File: config.mk
export PLATFORM = sky130hd
export DESIGN_NAME = request_capture4_flat
export DESIGN_NICKNAME = d
export VERILOG_FILES = /design/src/rtl/request_capture4_pkg.sv /design/src/rtl/request_capture4_if.sv /design/src/rtl/request_capture4_debounce_line.sv /design/src/rtl/request_capture4.sv /design/src/flat_wrapper.sv
export SDC_FILE = /design/constraint.sdc
export NUM_CORES = 1
export LEC_CHECK = 0
export BUFFER_PORTS_ARGS = -buffer_cell sky130_fd_sc_hd__buf_4
export CAP_MARGIN = 20
export CORE_UTILIZATION = 45
export DETAILED_ROUTE_END_ITERATION = 12
export PLACE_DENSITY = 0.69
export SYNTH_ARGS = -nofsm -noshare
export SYNTH_HDL_FRONTEND = slang
export SYNTH_SLANG_ARGS = --single-unit
File: constraint.sdc
create_clock -name clk -period 1.75 [get_ports clk]
set_input_delay 0.2625 -clock clk [delete_from_list [all_inputs] [get_ports clk]]
set_output_delay 0.2625 -clock clk [all_outputs]
set_load 0.01 [all_outputs]
File: src/rtl/request_capture4_pkg.sv
// Shared types and constants for the request capture front end.
// Holds the FSM encoding and the round-robin pick helper.
package request_capture4_pkg;

    localparam int NUM_REQ = 4;
    localparam int SEL_W   = 2;

    localparam logic [0:0] ST_IDLE  = 1'b0;
    localparam logic [0:0] ST_OFFER = 1'b1;

    typedef logic [NUM_REQ-1:0] req_vec_t;
    typedef logic [SEL_W-1:0]   sel_t;

    typedef struct packed {
        logic found;
        sel_t sel;
    } rr_pick_t;

    // First set bit of pend searching ptr, ptr+1, ... with modulo-4 wrap.
    function automatic rr_pick_t rr_pick(req_vec_t pend, sel_t ptr);
        rr_pick_t r;
        sel_t     idx;
        r = '0;
        for (int k = NUM_REQ - 1; k >= 0; k--) begin
            idx = ptr + sel_t'(k);
            if (pend[idx]) begin
                r.found = 1'b1;
                r.sel   = idx;
            end
        end
        return r;
    endfunction

    function automatic req_vec_t onehot(sel_t s);
        return req_vec_t'(1) << s;
    endfunction

endpackage

File: src/rtl/request_capture4_if.sv
// Request lines in, one-hot offer plus status out; master is the capture block.
// Consumer retires an offer by holding ready while en is high at a clock edge.
interface request_capture4_if;
    import request_capture4_pkg::*;

    req_vec_t req_in;
    logic     ready;
    req_vec_t x;
    logic     en;
    req_vec_t pending;
    req_vec_t overflow;

    modport master (
        input  req_in,
        input  ready,
        output x,
        output en,
        output pending,
        output overflow
    );

    modport slave (
        output req_in,
        output ready,
        input  x,
        input  en,
        input  pending,
        input  overflow
    );

endinterface

File: src/rtl/request_capture4_debounce_line.sv
// One request line: 2-flop sync then a stability counter; rise flags the 0->1 flip.
// rise is combinational and true in the cycle before the edge where db becomes 1.
module debounce_line #(
    parameter int DEBOUNCE_CYCLES = 4,
    parameter int CNT_W           = $clog2(DEBOUNCE_CYCLES) + 1
) (
    input  logic clk,
    input  logic rst,
    input  logic raw,
    output logic rise
);

    localparam logic [CNT_W-1:0] CNT_MAX = CNT_W'(DEBOUNCE_CYCLES - 1);

    logic             s1_q, s1_d;
    logic             s2_q, s2_d;
    logic             db_q, db_d;
    logic [CNT_W-1:0] cnt_q, cnt_d;

    always_comb begin
        s1_d  = raw;
        s2_d  = s1_q;
        db_d  = db_q;
        cnt_d = cnt_q;
        rise  = 1'b0;
        if (s2_q == db_q) begin
            cnt_d = '0;
        end else if (cnt_q == CNT_MAX) begin
            db_d  = s2_q;
            cnt_d = '0;
            rise  = s2_q;
        end else begin
            cnt_d = cnt_q + CNT_W'(1);
        end
    end

    always_ff @(posedge clk) begin
        if (rst) begin
            s1_q  <= 1'b0;
            s2_q  <= 1'b0;
            db_q  <= 1'b0;
            cnt_q <= '0;
        end else begin
            s1_q  <= s1_d;
            s2_q  <= s2_d;
            db_q  <= db_d;
            cnt_q <= cnt_d;
        end
    end

endmodule

File: src/rtl/request_capture4.sv
// Debounced request capture with round-robin one-hot offer; en rises DEBOUNCE_CYCLES+3 edges after input.
// Offer is held while ready=0; each retire is followed by one idle cycle.
module request_capture4
    import request_capture4_pkg::*;
#(
    parameter int DEBOUNCE_CYCLES = 4,
    parameter int CNT_W           = $clog2(DEBOUNCE_CYCLES) + 1
) (
    input  logic               clk,
    input  logic               rst,
    request_capture4_if.master bus
);

    req_vec_t   rise;

    logic [0:0] state_q, state_d;
    sel_t       ptr_q, ptr_d;
    sel_t       sel_q, sel_d;
    req_vec_t   x_q, x_d;
    logic       en_q, en_d;
    req_vec_t   pending_q, pending_d;
    req_vec_t   overflow_q, overflow_d;

    logic       retire;
    req_vec_t   retire_mask;
    rr_pick_t   pick;

    for (genvar g = 0; g < NUM_REQ; g++) begin : g_line
        debounce_line #(
            .DEBOUNCE_CYCLES (DEBOUNCE_CYCLES),
            .CNT_W           (CNT_W)
        ) u_db (
            .clk  (clk),
            .rst  (rst),
            .raw  (bus.req_in[g]),
            .rise (rise[g])
        );
    end

    always_comb begin
        retire      = (state_q == ST_OFFER) && bus.ready;
        retire_mask = retire ? x_q : '0;

        // A rise on a line being retired at the same edge re-arms it without overflow.
        overflow_d  = rise & pending_q & ~retire_mask;
        pending_d   = (pending_q & ~retire_mask) | rise;

        pick    = rr_pick(pending_q, ptr_q);
        state_d = state_q;
        ptr_d   = ptr_q;
        sel_d   = sel_q;
        x_d     = x_q;
        en_d    = en_q;

        case (state_q)
            ST_IDLE: begin
                if (pick.found) begin
                    sel_d   = pick.sel;
                    x_d     = onehot(pick.sel);
                    en_d    = 1'b1;
                    state_d = ST_OFFER;
                end else begin
                    x_d  = '0;
                    en_d = 1'b0;
                end
            end
            ST_OFFER: begin
                if (bus.ready) begin
                    ptr_d   = sel_q + sel_t'(1);
                    x_d     = '0;
                    en_d    = 1'b0;
                    state_d = ST_IDLE;
                end
            end
            default: begin
                x_d     = '0;
                en_d    = 1'b0;
                state_d = ST_IDLE;
            end
        endcase
    end

    always_ff @(posedge clk) begin
        if (rst) begin
            state_q    <= ST_IDLE;
            ptr_q      <= '0;
            sel_q      <= '0;
            x_q        <= '0;
            en_q       <= 1'b0;
            pending_q  <= '0;
            overflow_q <= '0;
        end else begin
            state_q    <= state_d;
            ptr_q      <= ptr_d;
            sel_q      <= sel_d;
            x_q        <= x_d;
            en_q       <= en_d;
            pending_q  <= pending_d;
            overflow_q <= overflow_d;
        end
    end

    assign bus.x        = x_q;
    assign bus.en       = en_q;
    assign bus.pending  = pending_q;
    assign bus.overflow = overflow_q;

endmodule

File: src/flat_wrapper.sv
// flat-port wrapper written by rule: the top's interface ports become plain ports
module request_capture4_flat import request_capture4_pkg::*;
#(
    parameter int DEBOUNCE_CYCLES = 4,
    parameter int CNT_W           = $clog2(DEBOUNCE_CYCLES) + 1
)
  (clk, rst, bus_req_in, bus_ready, bus_x, bus_en, bus_pending, bus_overflow);
  request_capture4_if bus_i ();
  input  logic clk;
  input  logic rst;
  input wire logic [$bits(bus_i.req_in)-1:0] bus_req_in;
  input wire logic [$bits(bus_i.ready)-1:0] bus_ready;
  output wire logic [$bits(bus_i.x)-1:0] bus_x;
  output wire logic [$bits(bus_i.en)-1:0] bus_en;
  output wire logic [$bits(bus_i.pending)-1:0] bus_pending;
  output wire logic [$bits(bus_i.overflow)-1:0] bus_overflow;
  assign bus_i.req_in = bus_req_in;
  assign bus_i.ready = bus_ready;
  assign bus_x = bus_i.x;
  assign bus_en = bus_i.en;
  assign bus_pending = bus_i.pending;
  assign bus_overflow = bus_i.overflow;
  request_capture4 #(.DEBOUNCE_CYCLES(DEBOUNCE_CYCLES), .CNT_W(CNT_W)) u_core (.clk(clk), .rst(rst), .bus(bus_i));
endmodule
# After elaboration in Yosys (flattened, before gate mapping)
# Cells that the tools add are included.
[classes] addsub=8 n_reduce_logical=11 bitwise=10 mux=29 eq_ne=9 n_lt_le_gt_ge=4 shift=1
[ops] operator="$mux W1" n=15
[ops] operator="$add A3 B1 Y3 const B" n=4
[ops] operator="$and A4 B4 Y4" n=3
[ops] operator="$eq A3 B2 Y1 const B" n=4
[ops] operator="$lt A2 B3 Y1 const B" n=4
[ops] operator="$mux W3" n=4
[ops] operator="$mux W4" n=3
[ops] operator="$reduce_and A2 Y1" n=6
[ops] operator="$reduce_or A3 Y1" n=4
[ops] operator="$bmux W1 S2" n=4
[ops] operator="$pmux W4 S2" n=1
[ops] operator="$not A1 Y1" n=5
[ops] operator="$add A2 B1 Y2 const B" n=2
[ops] operator="$add A2 B2 Y2 const B" n=2
[ops] operator="$eq A1 B1 Y1" n=4
[ops] operator="$not A4 Y4" n=1
[ops] operator="$or A4 B4 Y4" n=1
[ops] operator="$pmux W1 S2" n=2
[ops] operator="$shl A1 B2 Y4 const A" n=1
[ops] operator="$ne A2 B2 Y1 const B" n=1
[ops] operator="$logic_and A1 B1 Y1" n=1
[totals] out_inout_bits=13 reg_bits=42 elab_cells=95

# Logic depth before layout (Yosys ltp)
# Gate-level depths: netlist of the first run.
[depth] depth_word=10 ltp_mapped=5 depth_no_buf=5

# By module
# Synthesis of the first run repeated with hierarchy kept, for this count alone.
[unflattened] cells_unflattened=157 area_unflattened_um2=1580.3
[modules_own_cells] mod="debounce_line" cells_per_inst=19 area_per_inst_um2=216.5 seq_area_each_um2=120.1 instances=4
[modules_own_cells] mod="request_capture4" cells_per_inst=81 area_per_inst_um2=714.4 seq_area_each_um2=360.3 instances=1

# Worst setup path before layout of the first run
# OpenSTA, ideal clock, no wires.
[synth_path] path_type="reg-to-reg" from="reg u_core.pending_q[3] (netlist: u_core.bus.pending[3])" to="reg u_core.x_q[3] (netlist: u_core.bus.x[3])" required_ns=1.654 setup_slack_ns=0.006 path_buffers=1 path_stages_with_launch=6 setup_time_ns=0.096 arrival_ns=1.649 path_cell_list="dfxtp_1 nor4_2 or2_0 buf_2 or4_4 o41ai_2"
[synth_via] elab_chain_cells=9 elab_cells_between_ends=15 cone_classes="shift: 1; mux: 14"
[synth_lines] element="start, declared" line="request_capture4.sv:21" rtl="req_vec_t pending_q, pending_d;"
[synth_lines] element="start signal, assigned" line="request_capture4.sv:98" rtl="pending_q <= pending_d;"
[synth_lines] element="$bmux W1 S2" line="request_capture4_pkg.sv:26" rtl="if (pend[idx]) begin"
[synth_lines] element="$mux W1 (implied by the code)" line="request_capture4_pkg.sv:26"
[synth_lines] element="$mux W3 (3 in series)" line="request_capture4_pkg.sv:26"
[synth_lines] element="$mux W3 (*)" line="request_capture4_pkg.sv:26"
[synth_lines] element="$shl A1 B2 Y4" line="request_capture4_pkg.sv:35" rtl="return req_vec_t'(1) << s;"
[synth_lines] element="$mux W4 (*)" line="request_capture4.sv:57" rtl="if (pick.found) begin"
[synth_lines] element="$pmux W4 S2 (*)" line="request_capture4.sv:55" rtl="case (state_q)"
[synth_lines] element="end signal, assigned" line="request_capture4.sv:88" rtl="x_q <= '0;"
[synth_lines] element="end signal, assigned" line="request_capture4.sv:96" rtl="x_q <= x_d;"
[synth_lines] element="end, declared" line="request_capture4.sv:19" rtl="req_vec_t x_q, x_d;"
# Mark *: on every way between the ends. The rest lies on a longest branch, timed or not. The select of a mux whose other input is x is not followed.
# A chain may end at the register's enable or synchronous reset.

# Final worst setup path of the first run
[layout_path] from="reg u_core.ptr_q[1]" to="reg u_core.x_q[3] (netlist: u_core.bus.x[3])"
[layout_via] elab_chain_cells=10 elab_cells_between_ends=18 cone_classes="add/sub: 3; shift: 1; mux: 14"
[layout_lines] element="start, declared" line="request_capture4.sv:17" rtl="sel_t ptr_q, ptr_d;"
[layout_lines] element="start signal, assigned" line="request_capture4.sv:94" rtl="ptr_q <= ptr_d;"
[layout_lines] element="$add A2 B2 Y2" line="request_capture4_pkg.sv:25" rtl="idx = ptr + sel_t'(k);"
[layout_lines] element="$bmux W1 S2" line="request_capture4_pkg.sv:26"
[layout_lines] element="$mux W1 (implied by the code)" line="request_capture4_pkg.sv:26"
[layout_lines] element="$mux W3 (3 in series)" line="request_capture4_pkg.sv:26"
[layout_lines] element="$mux W3 (*)" line="request_capture4_pkg.sv:26"
[layout_lines] element="$shl A1 B2 Y4" line="request_capture4_pkg.sv:35"
[layout_lines] element="$mux W4 (*)" line="request_capture4.sv:57"
[layout_lines] element="$pmux W4 S2 (*)" line="request_capture4.sv:55"
# Marks and branches as above.

==> out/summary.json, run 1 <==
{
  "grt": {
    "vias_in_the_first_global_route": 1065,
    "initial_antenna_violation_count": 0,
    "grt_util_all_layers_pct": 16.59,
    "grt_first_pass_wirelength_um": 4429,
    "pin_count_of_the_biggest_net_entering_global_routing": 39,
    "grt_overflow": 0
  },
  "timing": {
    "finalSetupTns_ns": 0,
    "max_freq_mhz": 616.2,
    "timing.slew.headroom_pct": 76.82,
    "finish_stage_setup_viols": 0,
    "timing.final.max_slew_violations": 0,
    "timing.final.crit_period_ns": 1.623,
    "worst-slew-pin-transition_ns": 0.3478,
    "timing_hold_violations_final": 0,
    "finalClockSkew_ns": 0.01678,
    "holdWs_ns": 0.1128,
    "rsz0062_at_grt": "false",
    "final_min_period_over_clock_period_pct": 92.74
  },
  "min_path": {
    "holdCritPathClass": "input pin to flop"
  },
  "floorplanning": {
    "placeableCoreArea_mm2": 0.003390,
    "die_area_mm2": 0.003813,
    "io_pins": 20,
    "dieWidth_um": 61.75,
    "fp-row-count": 21,
    "start_util_pct": 47.40,
    "die_y_um": 61.75
  },
  "detailed_routing": {
    "detail-route-antenna-nets": 0,
    "dr_total_vias": 1158,
    "avgRoutedWirePerCell_um": 11.83,
    "drt_drc_violations_left": 0,
    "first_iter_violations": 48,
    "viasPerCell": 4.928,
    "detail_route.first_pass.iterations": 4,
    "detail_route.wirelength_um": 2781
  },
  "clock_network": {
    "tritoncts_clock_tree": "done",
    "htree_levels": 2,
    "clock_sinks": 42,
    "numCtsBuffers": 5,
    "cts_setup_buffers": 0,
    "post_cts_resize_count": 0,
    "clk_pin_slew_ns": 0.13,
    "clock-root-buffer": "clkbuf_4",
    "clk-insertion-delay-late_ns": 0.36,
    "cts.hold.buffers_added": 0,
    "cts-root-to-sink-buffers": 2
  },
  "synthesis": {
    "synth.cell_area_mm2": 0.001607,
    "synth_warnings": 0,
    "synth_cell_type_count": 31,
    "syn-mean-instance-area_um2": 9.678,
    "synth.ff_latch_count": 42,
    "syn_inst": 166,
    "synth-seq-area-share_pct": 52.34,
    "mappedNetlistNets": 181
  },
  "final_layout": {
    "multi_input_gate_area_um2": 673.1,
    "final_instance_area_mm2": 0.001887,
    "layout.nets": 203,
    "area_growth_pct": 17.45,
    "seqCellArea_um2": 843.3,
    "layout_cell_share_with_drive_strength_beyond_1_pct": 20.63,
    "filler_cell_count": 302,
    "n_antenna_cell": 0
  },
  "critical_path": {
    "worst-path-max-fanout": 8,
    "setup.worst_path.start_class": "flop",
    "worst_endpoint_data_arrival_time_ns": 1.90,
    "critical_path_class": "flop to flop",
    "timing.critical_path.buf_inv": 0,
    "worst_setup_end_kind": "flop",
    "cpMaxStageDelayCell": "or4_4",
    "crit_path_cell_trace": "mux2i_1 -> nor2_1 -> or4_4 -> o41ai_2",
    "critical_path.top_delay_family": "simple AND/OR/NAND/NOR gates",
    "critical-path-max-stage-delay_ns": 0.53,
    "worstPathRequired_ns": 2.03
  },
  "power_and_ir_drop": {
    "peak_supply_drop_uv": 672.2,
    "total_power_mw": 1.781,
    "power_leakage_nw": 0.7255,
    "pd_cells_mw_per_mm2": 943.7
  },
  "flow_run": {
    "maxCapViolations": 0
  },
  "placement": {
    "dpl_hpwl_um": 2014,
    "placedInstanceArea_mm2": 0.001778,
    "port_buffers": 19,
    "gp_congestion": 0.8641
  },
  "outcome": {
    "outcome": "finished, final reports clean"
  }
}
[through the flow]
stage          setup WS, ns  util [%]  cells
6_report             0.1270     55.67    235
4_1_cts             0.04510     55.59    235
3_3_place_gp         0.1389     52.45    227
3_5_place_dp        0.06053     52.45    227
5_1_grt            0.003735     55.67    235
2_1_floorplan      0.005778         -    166
[state kept, by name (all words and copies together), names as in the netlist, 4 cells and up]
register,cells
u_core.bus.overflow,4
u_core.bus.pending,4
u_core.bus.x,4
u_core.g_line.u_db.cnt_q,12
u_core.g_line.u_db.db_q,4
u_core.g_line.u_db.s1_q,4
u_core.g_line.u_db.s2_q,4
[final timing paths]
check	startpoint	to	slack, ns	cells after the start
worst max-delay path	u_core.ptr_q[1]$_SDFFE_PP0P_	u_core.bus.x[3]$_SDFFE_PP0P_	0.13	4
worst min register to register	u_core.g_line[3].u_db.cnt_q[0]$_SDFF_PP0_	u_core.g_line[3].u_db.cnt_q[0]$_SDFF_PP0_	0.43	1
worst max register to register	u_core.ptr_q[1]$_SDFFE_PP0P_	u_core.bus.x[3]$_SDFFE_PP0P_	0.13	4
worst min-delay path	bus_req_in[1]	u_core.g_line[1].u_db.s1_q$_SDFF_PP0_	0.11	2
[power breakdown]
part           internal [mW]  switching [mW]  total, mW
Combinational         0.0196          0.0191     0.0387
Sequential             0.967         0.00510      0.972
Clock                  0.447           0.323      0.769
Total                   1.43           0.347       1.78
[routing by layer]
metal	vias up	track usage, %	share of wire, %
met5	-	0	0
met4	0	10.16	2.5
met3	10	5.590	3.5
met2	20	27.04	50
met1	536	18.78	44
li1	592	-	-
[synthesized netlist by cell type, drive strengths merged]
library cell | count | area [um2]
dfxtp | 42 | 840.8
nor2 | 20 | 75.07
nand2 | 15 | 56.30
a21oi | 13 | 65.06
inv | 9 | 33.78
ha | 8 | 100.1
nor2b | 8 | 50.05
clkbuf | 6 | 42.54
nand3b | 5 | 37.54
nor3 | 5 | 25.02
xnor2 | 5 | 43.79
nand2b | 4 | 25.02
or2 | 4 | 25.03
or3 | 4 | 25.02
o41ai | 3 | 33.79
a211oi | 2 | 15.01
buf | 2 | 16.26
mux2i | 2 | 20.02
and2 | 1 | 6.260
and2b | 1 | 7.510
nor4 | 1 | 12.51
o21a | 1 | 7.510
o221ai | 1 | 8.760
o22a | 1 | 8.760
o22ai | 1 | 6.260
o31ai | 1 | 7.510
or4 | 1 | 11.26
[kinds of logic (layout without fill, tap and decap cells)]
family                     after synthesis  count (layout)  share of synthesized area, %
xor gates and xnor gates                 5               5                         2.726
DFF                                     42              42                         52.34
adders and majority gates                8               8                         6.231
buffers and inverters                   17              40                         5.763
muxes                                    2               2                         1.246
and+or+nand+nor                         69              69                         22.20
AOI/OAI and AO/OA                       23              23                         9.502
[cells in the final DEF (no fill, tap or decap), types with 2 or more instances in the layout]
master,instances
dfxtp_1,40
buf_4,23
nor2_1,20
nand2_1,15
a21oi_1,13
inv_1,9
nor2b_1,8
ha_1,8
nand3b_1,5
xnor2_1,5
nor3_1,5
clkbuf_4,5
nand2b_1,4
or3_1,4
or2_2,3
mux2i_1,2
a211oi_1,2
o41ai_1,2
bufinv_16,2
dfxtp_2,2
[final cells by class]
type	count	area share, %
Multi-Input combinational cell	107	35.68
Clock inverter	3	3.647
Tap cell	46	3.050
Clock buffer	5	1.989
Sequential cell	42	44.69
Inverter	9	1.790
Timing Repair Buffer	23	9.151
Note: power is estimated with default switching activity, not from simulation.
==> run 2, diff against run 1 <==
Settings changed: PLACE_DENSITY 0.69 to 0.75, SKIP_CTS_REPAIR_TIMING from default to 1.
==> out/summary.json, run 2 (synthesized netlist as in run 1, its figures left out) <==
{
  "grt": {
    "vias_in_the_first_global_route": {"value": 1069, "change": "+0.38%"},
    "grt_overflow": {"value": 0, "change": "unchanged"},
    "grt_util_all_layers": {"value": 15.58, "unit": "%", "change": "-1.0 points"},
    "initial_antenna_violation_count": {"value": 0, "change": "unchanged"},
    "pin_count_of_the_biggest_net_entering_global_routing": {"value": 39, "change": "unchanged"},
    "grt_first_pass_wirelength": {"value": 4195, "unit": "um", "change": "-5.3%"}
  },
  "critical_path": {
    "cpMaxStageDelayCell": "or4_4",
    "critical_path.top_delay_family": "simple AND/OR/NAND/NOR gates",
    "setup.worst_path.start_class": "flop",
    "worst_setup_end_kind": "flop",
    "crit_path_cell_trace": "nor4_2 -> or2_0 -> or4_4 -> o41ai_2",
    "worst_endpoint_data_arrival_time": {"value": 1.88, "unit": "ns", "change": "-0.02 ns"},
    "critical-path-max-stage-delay": {"value": 0.56, "unit": "ns", "change": "+0.03 ns"},
    "critical_path_class": "flop to flop",
    "r2r_setup_slack": {"value": 0.13, "unit": "ns", "change": "about the same"},
    "worst-path-max-fanout": {"value": 6, "change": "-2"},
    "worstPathRequired": {"value": 2.01, "unit": "ns", "change": "-0.02 ns"},
    "timing.critical_path.buf_inv": {"value": 0, "change": "unchanged"}
  },
  "timing": {
    "finalClockSkew": {"value": 0.007357, "unit": "ns", "change": "-0.009421 ns"},
    "worst-slew-pin-transition": {"value": 0.3532, "unit": "ns", "change": "+0.005413 ns"},
    "max_freq": {"value": 615.8, "unit": "MHz", "change": "about the same"},
    "finish_stage_setup_viols": {"value": 0, "change": "unchanged"},
    "timing_hold_violations_final": {"value": 0, "change": "unchanged"},
    "holdWs": {"value": 0.1284, "unit": "ns", "change": "+0.01559 ns"},
    "timing.final.max_slew_violations": {"value": 0, "change": "unchanged"},
    "final_min_period_over_clock_period": {"value": 92.80, "unit": "%", "change": "about the same"},
    "timing.final.crit_period": {"value": 1.624, "unit": "ns", "change": "+0.0009580 ns"},
    "rsz0062_at_grt": "false",
    "timing.slew.headroom": {"value": 76.46, "unit": "%", "change": "-0.36 points"},
    "finalSetupTns": {"value": 0, "unit": "ns", "change": "unchanged"}
  },
  "final_layout": {
    "final_common_cell": "dfxtp_1",
    "largest_reg_flops": {"value": 12, "change": "unchanged"},
    "area_growth_pct": 13.78,
    "n_antenna_cell": {"value": 0, "change": "unchanged"},
    "layout_cell_share_with_drive_strength_beyond_1": {"value": 20.21, "unit": "%", "change": "-0.42 points"},
    "layout.nets": {"value": 203, "change": "unchanged"},
    "mostFrequentLayoutCells": "dfxtp_1, buf_4, nor2_1",
    "seqCellArea": {"value": 843.3, "unit": "um2", "change": "unchanged"},
    "multi_input_gate_area": {"value": 673.1, "unit": "um2", "change": "unchanged"},
    "register_with_the_most_flip_flops": "u_core.g_line.u_db.cnt_q",
    "final_instance_area": {"value": 0.001828, "unit": "mm2", "change": "-3.1%"},
    "filler_cell_count": {"value": 309, "change": "+2.3%"}
  },
  "detailed_routing": {
    "detail_route.wirelength": {"value": 2658, "unit": "um", "change": "-4.4%"},
    "detail_route.first_pass.iterations": {"value": 4, "change": "unchanged"},
    "detail-route-antenna-nets": {"value": 0, "change": "unchanged"},
    "first_iter_violations": {"value": 50, "change": "+4.2%"},
    "avgRoutedWirePerCell": {"value": 11.36, "unit": "um", "change": "-4.0%"},
    "dr_total_vias": {"value": 1150, "change": "-0.69%"},
    "drt_drc_violations_left": {"value": 0, "change": "unchanged"},
    "viasPerCell": {"value": 4.915, "change": "-0.27%"}
  },
  "placement": {
    "port_buffers": {"value": 19, "change": "unchanged"},
    "gp_congestion": {"value": 0.8534, "change": "-1.2%"},
    "placedInstanceArea": {"value": 0.001778, "unit": "mm2", "change": "unchanged"},
    "dpl_hpwl": {"value": 1922, "unit": "um", "change": "-4.6%"}
  },
  "floorplanning": {
    "io_pins": {"value": 20, "change": "unchanged"},
    "fp-row-count": {"value": 21, "change": "unchanged"},
    "start_util": {"value": 47.40, "unit": "%", "change": "unchanged"},
    "die_y": {"value": 61.75, "unit": "um", "change": "unchanged"},
    "dieWidth": {"value": 61.75, "unit": "um", "change": "unchanged"},
    "die_area": {"value": 0.003813, "unit": "mm2", "change": "unchanged"},
    "placeableCoreArea": {"value": 0.003390, "unit": "mm2", "change": "unchanged"}
  },
  "outcome": {
    "outcome": "finished, final reports clean"
  },
  "flow_run": {
    "maxCapViolations": {"value": 0, "change": "unchanged"}
  },
  "power_and_ir_drop": {
    "power.internal": {"value": 1.131, "unit": "mW", "change": "-21%"},
    "pd_cells": {"value": 788.9, "unit": "mW/mm2", "change": "-16%"},
    "power_switching_share": {"value": 21.56, "unit": "%", "change": "+2.1 points"},
    "power_leakage": {"value": 0.7009, "unit": "nW", "change": "-3.4%"},
    "power.share.combinational": {"value": 2.7, "unit": "%", "change": "+0.5 points"},
    "peak_supply_drop": {"value": 554.8, "unit": "uV", "change": "-17%"},
    "power.share.clock": {"value": 29.9, "unit": "%", "change": "-13 points"},
    "seq_power_share": {"value": 67.4, "unit": "%", "change": "+13 points"},
    "power_switching": {"value": 0.3110, "unit": "mW", "change": "-10%"}
  },
  "clock_network": {
    "clock-root-buffer": "clkbuf_4",
    "tritoncts_clock_tree": "done",
    "cts-root-to-sink-buffers": {"value": 2, "change": "unchanged"},
    "clk_pin_slew": {"value": 0.11, "unit": "ns", "change": "-0.02 ns"},
    "numCtsBuffers": {"value": 5, "change": "unchanged"},
    "htree_levels": {"value": 2, "change": "unchanged"},
    "clock_sinks": {"value": 42, "change": "unchanged"},
    "clk-insertion-delay-late": {"value": 0.34, "unit": "ns", "change": "-0.02 ns"}
  },
  "min_path": {
    "holdCritPathClass": "input pin to flop"
  }
}
## run 2: cell count changes in the layout (fill, tap and decap cells not counted)
cell | before | now
bufinv_16 | 2 | 0
clkinv_4 | 1 | 0
clkinv_2 | 0 | 2
## run 2: worst paths after layout
check	cells past startpoint	startpoint	to
max	4	u_core.bus.pending[2]$_SDFF_PP0_	u_core.bus.x[3]$_SDFFE_PP0P_
min	2	bus_req_in[0]	u_core.g_line[0].u_db.s1_q$_SDFF_PP0_
max reg2reg	4	u_core.bus.pending[2]$_SDFF_PP0_	u_core.bus.x[3]$_SDFFE_PP0P_
min reg2reg	1	u_core.g_line[0].u_db.cnt_q[0]$_SDFF_PP0_	u_core.g_line[0].u_db.cnt_q[0]$_SDFF_PP0_
## run 2: metrics by stage
stage	cells	setup WS [ns]	utilization, %	power (mW)
2_1_floorplan	166	0.005778	-	1.023
3_3_place_gp	227	0.1418	52.45	1.030
3_5_place_dp	227	0.06950	52.45	1.033
4_1_cts	234	0.05525	53.86	1.466
5_1_grt	234	0.02953	53.93	1.511
6_report	234	0.1261	53.93	1.442
## run 2: metal layers
metal,GRT usage (%),part of all wire [%],vias to the layer above,wire length (um)
li1,-,-,594,-
met4,7.937,0.56,0,15
met3,5.797,4.0,2,107
met5,0,0,-,0
met2,27.34,51,18,1346
met1,16.30,45,536,1188
## run 2: worst reg2reg max path: stages (launching register included)
cell	delay, ns
dfxtp_2	0.40
nor4_2	0.07
or2_0	0.23
or4_4	0.56
o41ai_2	0.28
## run 2: power groups by stage
stage | clock, mW | sequential (mW) | combinational, mW
final | 0.432 | 0.972 | 0.0387
after global routing | 0.494 | 0.974 | 0.0429
after CTS | 0.454 | 0.972 | 0.0391
after detailed placement | 0 | 0.994 | 0.0390
after global placement | 0 | 0.993 | 0.0374
after floorplan | 0 | 0.993 | 0.0300
## run 2: cell type report
cell class                      count  share of cell area, %
Sequential cell                    42                  46.13
Multi-Input combinational cell    107                  36.82
Timing Repair Buffer               23                  9.446
Tap cell                           46                  3.149
Clock buffer                        5                  2.053
Inverter                            9                  1.848
Clock inverter                      2                 0.5476
